===== config.mk =====
export PLATFORM = sky130hd
export DESIGN_NAME = id_stage
export DESIGN_NICKNAME = d
export VERILOG_FILES = /design/src/rtl/riscv_pkg.sv /design/src/rtl/regfile.sv /design/src/rtl/id_stage.sv
export SDC_FILE = /design/constraint.sdc
export NUM_CORES = 2
export LEC_CHECK = 0
export BUFFER_PORTS_ARGS = -buffer_cell sky130_fd_sc_hd__buf_2
export CAP_MARGIN = 20
export CORE_ASPECT_RATIO = 0.6
export CORE_UTILIZATION = 50
export DETAILED_ROUTE_END_ITERATION = 7
export GPL_TIMING_DRIVEN = 0
export PLACE_DENSITY = 0.68
export SLEW_MARGIN = 20
export SYNTH_ARGS = -nofsm -noshare
export SYNTH_HDL_FRONTEND = slang
export SYNTH_SLANG_ARGS = --single-unit

===== constraint.sdc =====
create_clock -name clk -period 4.2 [get_ports clk]
set_input_delay 0.63 -clock clk [delete_from_list [all_inputs] [get_ports clk]]
set_output_delay 0.63 -clock clk [all_outputs]
set_load 0.05 [all_outputs]

===== src/rtl/riscv_pkg.sv =====
// Shared RV32I decode types: fetch/decode and decode/execute pipeline records,
// ALU and writeback selectors, base opcodes and a few decode helpers.
package riscv_pkg;

  localparam int unsigned Xlen    = 32;
  localparam int unsigned NumRegs = 32;

  localparam logic [6:0] OpLui    = 7'b0110111;
  localparam logic [6:0] OpAuipc  = 7'b0010111;
  localparam logic [6:0] OpJal    = 7'b1101111;
  localparam logic [6:0] OpJalr   = 7'b1100111;
  localparam logic [6:0] OpBranch = 7'b1100011;
  localparam logic [6:0] OpLoad   = 7'b0000011;
  localparam logic [6:0] OpStore  = 7'b0100011;
  localparam logic [6:0] OpImm    = 7'b0010011;
  localparam logic [6:0] OpReg    = 7'b0110011;

  typedef enum logic [3:0] {
    AluAdd, AluSub, AluSll, AluSlt, AluSltu, AluXor,
    AluSrl, AluSra, AluOr, AluAnd, AluPassB
  } alu_op_t;

  typedef enum logic [1:0] {WbAlu, WbMem, WbPc4} wb_sel_t;

  typedef struct packed {
    logic [31:0] instr;
    logic [31:0] pc;
    logic [31:0] pcplus4;
  } if_id_t;

  typedef struct packed {
    logic        valid;
    logic        illegal;
    logic [31:0] instr;
    logic [31:0] pc;
    logic [31:0] pcplus4;
    logic [31:0] rs1_data;
    logic [31:0] rs2_data;
    logic [31:0] imm;
    logic [4:0]  rd;
    logic [4:0]  rs1;
    logic [4:0]  rs2;
    logic [2:0]  funct3;
    alu_op_t     alu_op;
    logic        alu_src_imm;
    logic        alu_src_pc;   // operand A is pc (AUIPC, JAL target)
    logic        mem_read;
    logic        mem_write;
    logic        reg_write;
    wb_sel_t     wb_sel;
    logic        branch;
    logic        jump;
  } id_ex_t;

  // Empty pipeline slot carrying the given NOP encoding.
  function automatic id_ex_t bubble(logic [31:0] nop);
    id_ex_t b;
    b       = '0;
    b.instr = nop;
    return b;
  endfunction

  // Register/immediate ALU ops; alt selects SUB/SRA (instr[30]).
  function automatic alu_op_t alu_from_funct(logic [2:0] funct3, logic alt);
    alu_op_t op;
    unique case (funct3)
      3'b000:  op = alt ? AluSub : AluAdd;
      3'b001:  op = AluSll;
      3'b010:  op = AluSlt;
      3'b011:  op = AluSltu;
      3'b100:  op = AluXor;
      3'b101:  op = alt ? AluSra : AluSrl;
      3'b110:  op = AluOr;
      default: op = AluAnd;
    endcase
    return op;
  endfunction

  // Branch compare: EQ/NE by subtraction, LT/GE signed, LTU/GEU unsigned.
  function automatic alu_op_t alu_from_branch(logic [2:0] funct3);
    alu_op_t op;
    unique case (funct3[2:1])
      2'b10:   op = AluSlt;
      2'b11:   op = AluSltu;
      default: op = AluSub;
    endcase
    return op;
  endfunction

endpackage


===== src/rtl/regfile.sv =====
// 32x32 integer register file: two combinational read ports with write-through
// bypass, one write port. x0 is hardwired to zero. Contents are not reset.
module regfile
  import riscv_pkg::*;
(
  input  logic            clk,
  input  logic            we,
  input  logic [4:0]      waddr,
  input  logic [Xlen-1:0] wdata,
  input  logic [4:0]      raddr_a,
  output logic [Xlen-1:0] rdata_a,
  input  logic [4:0]      raddr_b,
  output logic [Xlen-1:0] rdata_b
);

  logic [Xlen-1:0] regs [NumRegs];
  logic            wr_en;

  assign wr_en = we && (waddr != 5'd0);

  // Write port; x0 is never stored.
  always_ff @(posedge clk) begin
    if (wr_en) begin
      regs[waddr] <= wdata;
    end
  end

  // Read ports: x0 reads zero, a same-cycle write to the index is forwarded.
  always_comb begin
    rdata_a = regs[raddr_a];
    rdata_b = regs[raddr_b];
    if (raddr_a == 5'd0) begin
      rdata_a = '0;
    end else if (wr_en && (waddr == raddr_a)) begin
      rdata_a = wdata;
    end
    if (raddr_b == 5'd0) begin
      rdata_b = '0;
    end else if (wr_en && (waddr == raddr_b)) begin
      rdata_b = wdata;
    end
  end

endmodule


===== src/rtl/id_stage.sv =====
// RV32I decode stage: register read, control decode, immediate generation,
// load-use hazard detection and the registered ID/EX pipeline record.
module id_stage
  import riscv_pkg::*;
#(
  parameter logic [31:0] NOP_INSTR = 32'h0000_0013
) (
  input  logic        clk,
  input  logic        rst,
  input  if_id_t      in,
  input  logic        in_valid,
  input  logic        stall,
  input  logic        flush,
  input  logic        wb_we,
  input  logic [4:0]  wb_rd,
  input  logic [31:0] wb_data,
  output id_ex_t      out,
  output logic        stall_req
);

  logic [31:0] instr;
  logic [6:0]  opcode;
  logic [4:0]  rd, rs1, rs2;
  logic [2:0]  funct3;
  logic [31:0] rs1_data, rs2_data;
  logic [31:0] imm_i, imm_s, imm_b, imm_u, imm_j;
  logic        use_rs1, use_rs2;
  id_ex_t      dec;
  id_ex_t      out_q;

  assign instr  = in.instr;
  assign opcode = instr[6:0];
  assign rd     = instr[11:7];
  assign funct3 = instr[14:12];
  assign rs1    = instr[19:15];
  assign rs2    = instr[24:20];

  regfile u_regfile (
    .clk     (clk),
    .we      (wb_we),
    .waddr   (wb_rd),
    .wdata   (wb_data),
    .raddr_a (rs1),
    .rdata_a (rs1_data),
    .raddr_b (rs2),
    .rdata_b (rs2_data)
  );

  assign imm_i = {{20{instr[31]}}, instr[31:20]};
  assign imm_s = {{20{instr[31]}}, instr[31:25], instr[11:7]};
  assign imm_b = {{19{instr[31]}}, instr[31], instr[7], instr[30:25], instr[11:8], 1'b0};
  assign imm_u = {instr[31:12], 12'b0};
  assign imm_j = {{11{instr[31]}}, instr[31], instr[19:12], instr[20], instr[30:21], 1'b0};

  // Control decode of the incoming instruction; unknown opcodes become illegal.
  always_comb begin
    dec          = '0;
    use_rs1      = 1'b0;
    use_rs2      = 1'b0;
    dec.valid    = in_valid;
    dec.instr    = instr;
    dec.pc       = in.pc;
    dec.pcplus4  = in.pcplus4;
    dec.rs1_data = rs1_data;
    dec.rs2_data = rs2_data;
    dec.rd       = rd;
    dec.rs1      = rs1;
    dec.rs2      = rs2;
    dec.funct3   = funct3;
    dec.alu_op   = AluAdd;
    dec.wb_sel   = WbAlu;
    case (opcode)
      OpLui: begin
        dec.imm         = imm_u;
        dec.alu_op      = AluPassB;
        dec.alu_src_imm = 1'b1;
        dec.reg_write   = 1'b1;
      end
      OpAuipc: begin
        dec.imm         = imm_u;
        dec.alu_src_imm = 1'b1;
        dec.alu_src_pc  = 1'b1;
        dec.reg_write   = 1'b1;
      end
      OpJal: begin
        dec.imm         = imm_j;
        dec.alu_src_imm = 1'b1;
        dec.alu_src_pc  = 1'b1;
        dec.reg_write   = 1'b1;
        dec.wb_sel      = WbPc4;
        dec.jump        = 1'b1;
      end
      OpJalr: begin
        use_rs1         = 1'b1;
        dec.imm         = imm_i;
        dec.alu_src_imm = 1'b1;
        dec.reg_write   = 1'b1;
        dec.wb_sel      = WbPc4;
        dec.jump        = 1'b1;
      end
      OpBranch: begin
        use_rs1    = 1'b1;
        use_rs2    = 1'b1;
        dec.imm    = imm_b;
        dec.alu_op = alu_from_branch(funct3);
        dec.branch = 1'b1;
      end
      OpLoad: begin
        use_rs1         = 1'b1;
        dec.imm         = imm_i;
        dec.alu_src_imm = 1'b1;
        dec.mem_read    = 1'b1;
        dec.reg_write   = 1'b1;
        dec.wb_sel      = WbMem;
      end
      OpStore: begin
        use_rs1         = 1'b1;
        use_rs2         = 1'b1;
        dec.imm         = imm_s;
        dec.alu_src_imm = 1'b1;
        dec.mem_write   = 1'b1;
      end
      OpImm: begin
        use_rs1         = 1'b1;
        dec.imm         = imm_i;
        // instr[30] is immediate data except for SRAI
        dec.alu_op      = alu_from_funct(funct3, (funct3 == 3'b101) && instr[30]);
        dec.alu_src_imm = 1'b1;
        dec.reg_write   = 1'b1;
      end
      OpReg: begin
        use_rs1       = 1'b1;
        use_rs2       = 1'b1;
        dec.alu_op    = alu_from_funct(funct3, instr[30]);
        dec.reg_write = 1'b1;
      end
      default: begin
        dec.illegal = 1'b1;
      end
    endcase
  end

  // Load-use hazard: the load in out cannot forward to the instruction behind it.
  always_comb begin
    stall_req = out_q.valid && out_q.mem_read && (out_q.rd != 5'd0) && in_valid &&
                ((use_rs1 && (rs1 == out_q.rd)) || (use_rs2 && (rs2 == out_q.rd)));
  end

  // Pipeline register: reset/flush/hazard insert a bubble, stall holds.
  always_ff @(posedge clk) begin
    if (rst) begin
      out_q <= bubble(NOP_INSTR);
    end else if (flush) begin
      out_q <= bubble(NOP_INSTR);
    end else if (stall) begin
      out_q <= out_q;
    end else if (stall_req) begin
      out_q <= bubble(NOP_INSTR);
    end else begin
      out_q <= dec;
    end
  end

  assign out = out_q;

endmodule


==> impl_metrics.sql <==
INSERT INTO impl_metrics (metric_group, metric, value, unit) VALUES
('outcome', 'outcome', 'finished with violations', ''),
('outcome', 'violations', 'capacitance limit, slew limit', ''),
('global_routing', 'overflow_after_grt', '0', ''),
('logic_synthesis', 'edff_count_synth', '1024', ''),
('clock_network', 'numCtsBuffers', '113', ''),
('floorplanning', 'area_of_the_core_region', '0.112', 'mm²'),
('logic_synthesis', 'synthCells', '3720', ''),
('logic_synthesis', 'synth_ff_type', 'sky130_fd_sc_hd__edfxtp_1', ''),
('floorplanning', 'fp.dieArea', '0.114', 'mm²'),
('timing', 'final_hold_violation_count', '0', ''),
('clock_network', 'ctsResizeCount', '0', ''),
('logic_synthesis', 'synthTopCellsByArea', 'sky130_fd_sc_hd__edfxtp_1 54%, sky130_fd_sc_hd__mux4_2 10%, sky130_fd_sc_hd__mux2_2 9.4%', ''),
('pwr', 'pwr-share-seq', '49.3', '%'),
('placed_design', 'placement.io_buffers', '351', ''),
('layout', 'flow.area_growth_from_synthesis', '16.5', '%'),
('pwr', 'pwr-share-clk', '39.8', '%'),
('layout', 'layout.nets', '4411', ''),
('global_routing', 'first_pass_grt_wire_length', '292000', 'µm'),
('setup_path', 'worst_path_most_repeated_cell', 'sky130_fd_sc_hd__buf_2', ''),
('timing', 'fin_skew', '0.0413', 'ns'),
('route', 'dr.first_iter.drc_count', '7249', ''),
('clock_network', 'clock_insertion_delay_at_the_later_pin_of_the_skew_report', '0.77', 'ns'),
('logic_synthesis', 'netlist.area_leader.share', '54.4', '%'),
('setup_path', 'worstPathCellList', 'buf_2 > buf_2 > buf_1 > buf_2 > mux4_2 > mux2i_1 > nor2_1 > or4_1 > a32o_1', ''),
('route', 'via_per_inst', '6.88', ''),
('route', 'drt_pass1_iterations', '8', ''),
('worst_hold_path', 'worstHoldPathType', 'input port to register', ''),
('timing', 'tightest_slew', '1.73', 'ns'),
('logic_synthesis', 'seq_area_frac_synth', '61.7', '%'),
('timing', 'timing.final.max_slew_violations', '8', ''),
('floorplanning', 'floorplan.initialDensity', '50.5', '%'),
('floorplanning', 'floorplan.die.width', '436', 'µm'),
('pwr', 'power.share.combinational', '10.9', '%'),
('clock_network', 'clk_pin_slew', '0.07', 'ns'),
('logic_synthesis', 'synthArstFlopShare', '0', '%'),
('global_routing', 'grt.total_usage', '36.4', '%'),
('timing', 'max_slew_margin', '-16.3', '%'),
('global_routing', 'grt_pass1_vias', '37829', ''),
('clock_network', 'postCtsSetupBuffers', '0', ''),
('global_routing', 'antenna_found_initial', '21', ''),
('setup_path', 'crit_type', 'input port to register', ''),
('clock_network', 'cts-hold-fix-buffers', '0', ''),
('floorplanning', 'placement_rows', '95', ''),
('setup_path', 'critical_path_arrival', '4.77', 'ns'),
('setup_path', 'slowest_delay', '0.82', 'ns'),
('pwr', 'power.static_leakage', '22.2', 'nW'),
('setup_path', 'worst-endpoint-required', '4.84', 'ns'),
('layout', 'post_route_cells_drive_above_1_share', '34.4', '%'),
('clock_network', 'clk_path_buf_depth', '3', ''),
('pwr', 'switching_share', '25.3', '%'),
('timing', 'final_period_demand_of_the_worst_path', '4.13', 'ns'),
('logic_synthesis', 'synthesis.area', '0.0565', 'mm²'),
('layout', 'layout.cells.non_filler', '5908', ''),
('clock_network', 'ctsHtreeMaxLevel', '3', ''),
('logic_synthesis', 'synth-seq-cells', '1230', ''),
('pwr', 'switchingPower', '6.94', 'mW'),
('pwr', 'p_per_area', '416', 'mW/mm²'),
('flow_run', 'maxCapViolCount', '1', ''),
('global_routing', 'maximum_number_of_pins_on_one_net_before_global_route_repair', '35', ''),
('floorplanning', 'top_level_ports', '365', ''),
('timing', 'maximum_clock_rate', '242', 'MHz'),
('placed_design', 'gp_routability_congestion', '0.988', ''),
('clock_network', 'cts_tree', 'done', ''),
('placed_design', 'place.detailed.instances', '5661', ''),
('route', 'routedWlPerCell', '35.9', 'µm'),
('route', 'detail-route-antenna-nets', '0', ''),
('setup_path', 'cp-end-kind', 'register', ''),
('timing', 'rsz0062_at_grt', 'false', ''),
('setup_path', 'critPathSlowestCell', 'sky130_fd_sc_hd__buf_1', ''),
('layout', 'area_of_all_placed_cells_without_fillers', '0.0659', 'mm²'),
('logic_synthesis', 'post_synth.cell_area_avg', '15.2', 'µm²');
[cells in the final DEF, fill, tap and decap left out, types with 9 or more instances in the layout]
master	instances
sky130_fd_sc_hd__edfxtp_1	1024
sky130_fd_sc_hd__mux2_2	471
sky130_fd_sc_hd__buf_2	405
sky130_fd_sc_hd__mux4_2	261
sky130_fd_sc_hd__o22ai_1	249
sky130_fd_sc_hd__clkbuf_1	215
sky130_fd_sc_hd__dfxtp_1	206
sky130_fd_sc_hd__nand2_1	153
sky130_fd_sc_hd__a21oi_1	127
sky130_fd_sc_hd__clkbuf_16	119
sky130_fd_sc_hd__nand3_1	105
sky130_fd_sc_hd__nor3_1	95
sky130_fd_sc_hd__nor2_1	94
sky130_fd_sc_hd__nand2b_1	71
sky130_fd_sc_hd__mux2i_1	70
sky130_fd_sc_hd__or4_1	66
sky130_fd_sc_hd__a32o_1	62
sky130_fd_sc_hd__a22oi_1	46
sky130_fd_sc_hd__buf_1	44
sky130_fd_sc_hd__diode_2	36
sky130_fd_sc_hd__buf_4	33
sky130_fd_sc_hd__conb_1	32
sky130_fd_sc_hd__nor2_4	31
sky130_fd_sc_hd__a221o_1	31
sky130_fd_sc_hd__buf_12	31
sky130_fd_sc_hd__o31ai_2	29
sky130_fd_sc_hd__mux2_1	25
sky130_fd_sc_hd__buf_16	20
sky130_fd_sc_hd__clkbuf_8	19
sky130_fd_sc_hd__buf_6	17
sky130_fd_sc_hd__xnor2_1	16
sky130_fd_sc_hd__clkinv_2	16
sky130_fd_sc_hd__clkinv_1	16
sky130_fd_sc_hd__nor2b_1	14
sky130_fd_sc_hd__or3_1	13
sky130_fd_sc_hd__a22o_1	13
sky130_fd_sc_hd__a32oi_1	10
sky130_fd_sc_hd__bufinv_16	10
sky130_fd_sc_hd__nor3_2	9
[critical path, delay by kind of cell]
kind                   cells  cell delay, ns
AND/OR/NAND/NOR            2            0.64
multiplexers               2            1.17
AO/OA/AOI/OAI              1            0.29
buffers and inverters      4            2.01
[area by class of cell]
| cell class | instances | area, µm² |
|---|---|---|
| Antenna cell | 36 | 90.1 |
| Clock inverter | 49 | 494 |
| Inverter | 9 | 33.8 |
| Buffer | 339 | 1590 |
| Clock buffer | 163 | 3340 |
| Multi-Input combinational cell | 2172 | 20600 |
| Fill cell | 8576 | 46100 |
| Tap cell | 1503 | 1880 |
| Timing Repair Buffer | 407 | 2970 |
| Sequential cell | 1230 | 34900 |
[sequential cells by signal, summed over array words and instances (netlist names)]
signal	count
u_regfile.regs	1024
out	206
[metrics by stage]
step	hold WS (ns)	setup TNS, ns	power, mW	util [%]	setup WS (ns)
final	0.136	0	27.4	58.8	0.0682
after global routing	0.143	0	27.9	58.8	0.149
after CTS	0.111	0	27.2	58.6	0.135
after detailed placement	0.446	-9.56	16.6	55.2	-0.614
after global placement	0.437	-1008.29	16.5	53.8	-1.64
after floorplan	0.671	0	15.4	-	0.902
[cell families (layout without fill, tap and decap cells)]
family | Yosys count | after routing | share of synthesized area, %
flops | 1230 | 1230 | 61.7
mux | 828 | 828 | 21.6
simple gates | 693 | 693 | 6.22
compound gates | 599 | 599 | 7.32
buf+inv | 349 | 967 | 2.88
xor+xnor | 20 | 20 | 0.310
other cells | 1 | 68 | 0.00663
[per-layer routing]
metal	vias to the layer above	share of wire, %	GRT usage (%)
met5	-	0.17	2.85
li1	16136	-	-
met1	20493	38	51.1
met3	464	20	21.8
met4	14	3.2	10.4
met2	3518	39	46.4
[worst paths after layout]
check	startpoint	endpoint	slack, ns	cells after the start
setup / recovery	in[80]	out[123]$_SDFFE_PP0N_	0.07	9
hold / removal	in[64]	out[191]$_SDFFE_PP1N_	0.14	3
setup reg to reg	out[199]$_SDFFE_PP0N_	out[63]$_SDFFE_PP0N_	1.03	8
hold reg to reg	out[99]$_SDFFE_PP0N_	out[99]$_SDFFE_PP0N_	0.46	1
[cells in the mapped netlist (31+ instances only)]
cell type,n
sky130_fd_sc_hd__nor2_1,126
sky130_fd_sc_hd__nand2b_1,71
sky130_fd_sc_hd__buf_4,31
sky130_fd_sc_hd__a22oi_1,46
sky130_fd_sc_hd__mux4_2,261
sky130_fd_sc_hd__a221o_1,31
sky130_fd_sc_hd__a32o_1,62
sky130_fd_sc_hd__nand3_1,105
sky130_fd_sc_hd__nand2_1,153
sky130_fd_sc_hd__o31ai_1,31
sky130_fd_sc_hd__edfxtp_1,1024
sky130_fd_sc_hd__dfxtp_1,206
sky130_fd_sc_hd__buf_2,51
sky130_fd_sc_hd__mux2_2,471
sky130_fd_sc_hd__o22ai_1,249
sky130_fd_sc_hd__buf_1,46
sky130_fd_sc_hd__clkbuf_1,195
sky130_fd_sc_hd__nor3_1,104
sky130_fd_sc_hd__mux2i_1,70
sky130_fd_sc_hd__or4_1,66
sky130_fd_sc_hd__a21oi_1,127
[power by group through the flow]
stage | Combinational [mW] | Sequential (mW) | Clock (mW)
after CTS | 2.84 | 13.5 | 10.8
after detailed placement | 2.83 | 13.8 | 0
after floorplan | 1.42 | 13.9 | 0
after global routing | 3.05 | 13.5 | 11.3
after global placement | 2.74 | 13.8 | 0
final | 3.00 | 13.5 | 10.9
No activity file was read; power rests on OpenSTA's default activity.
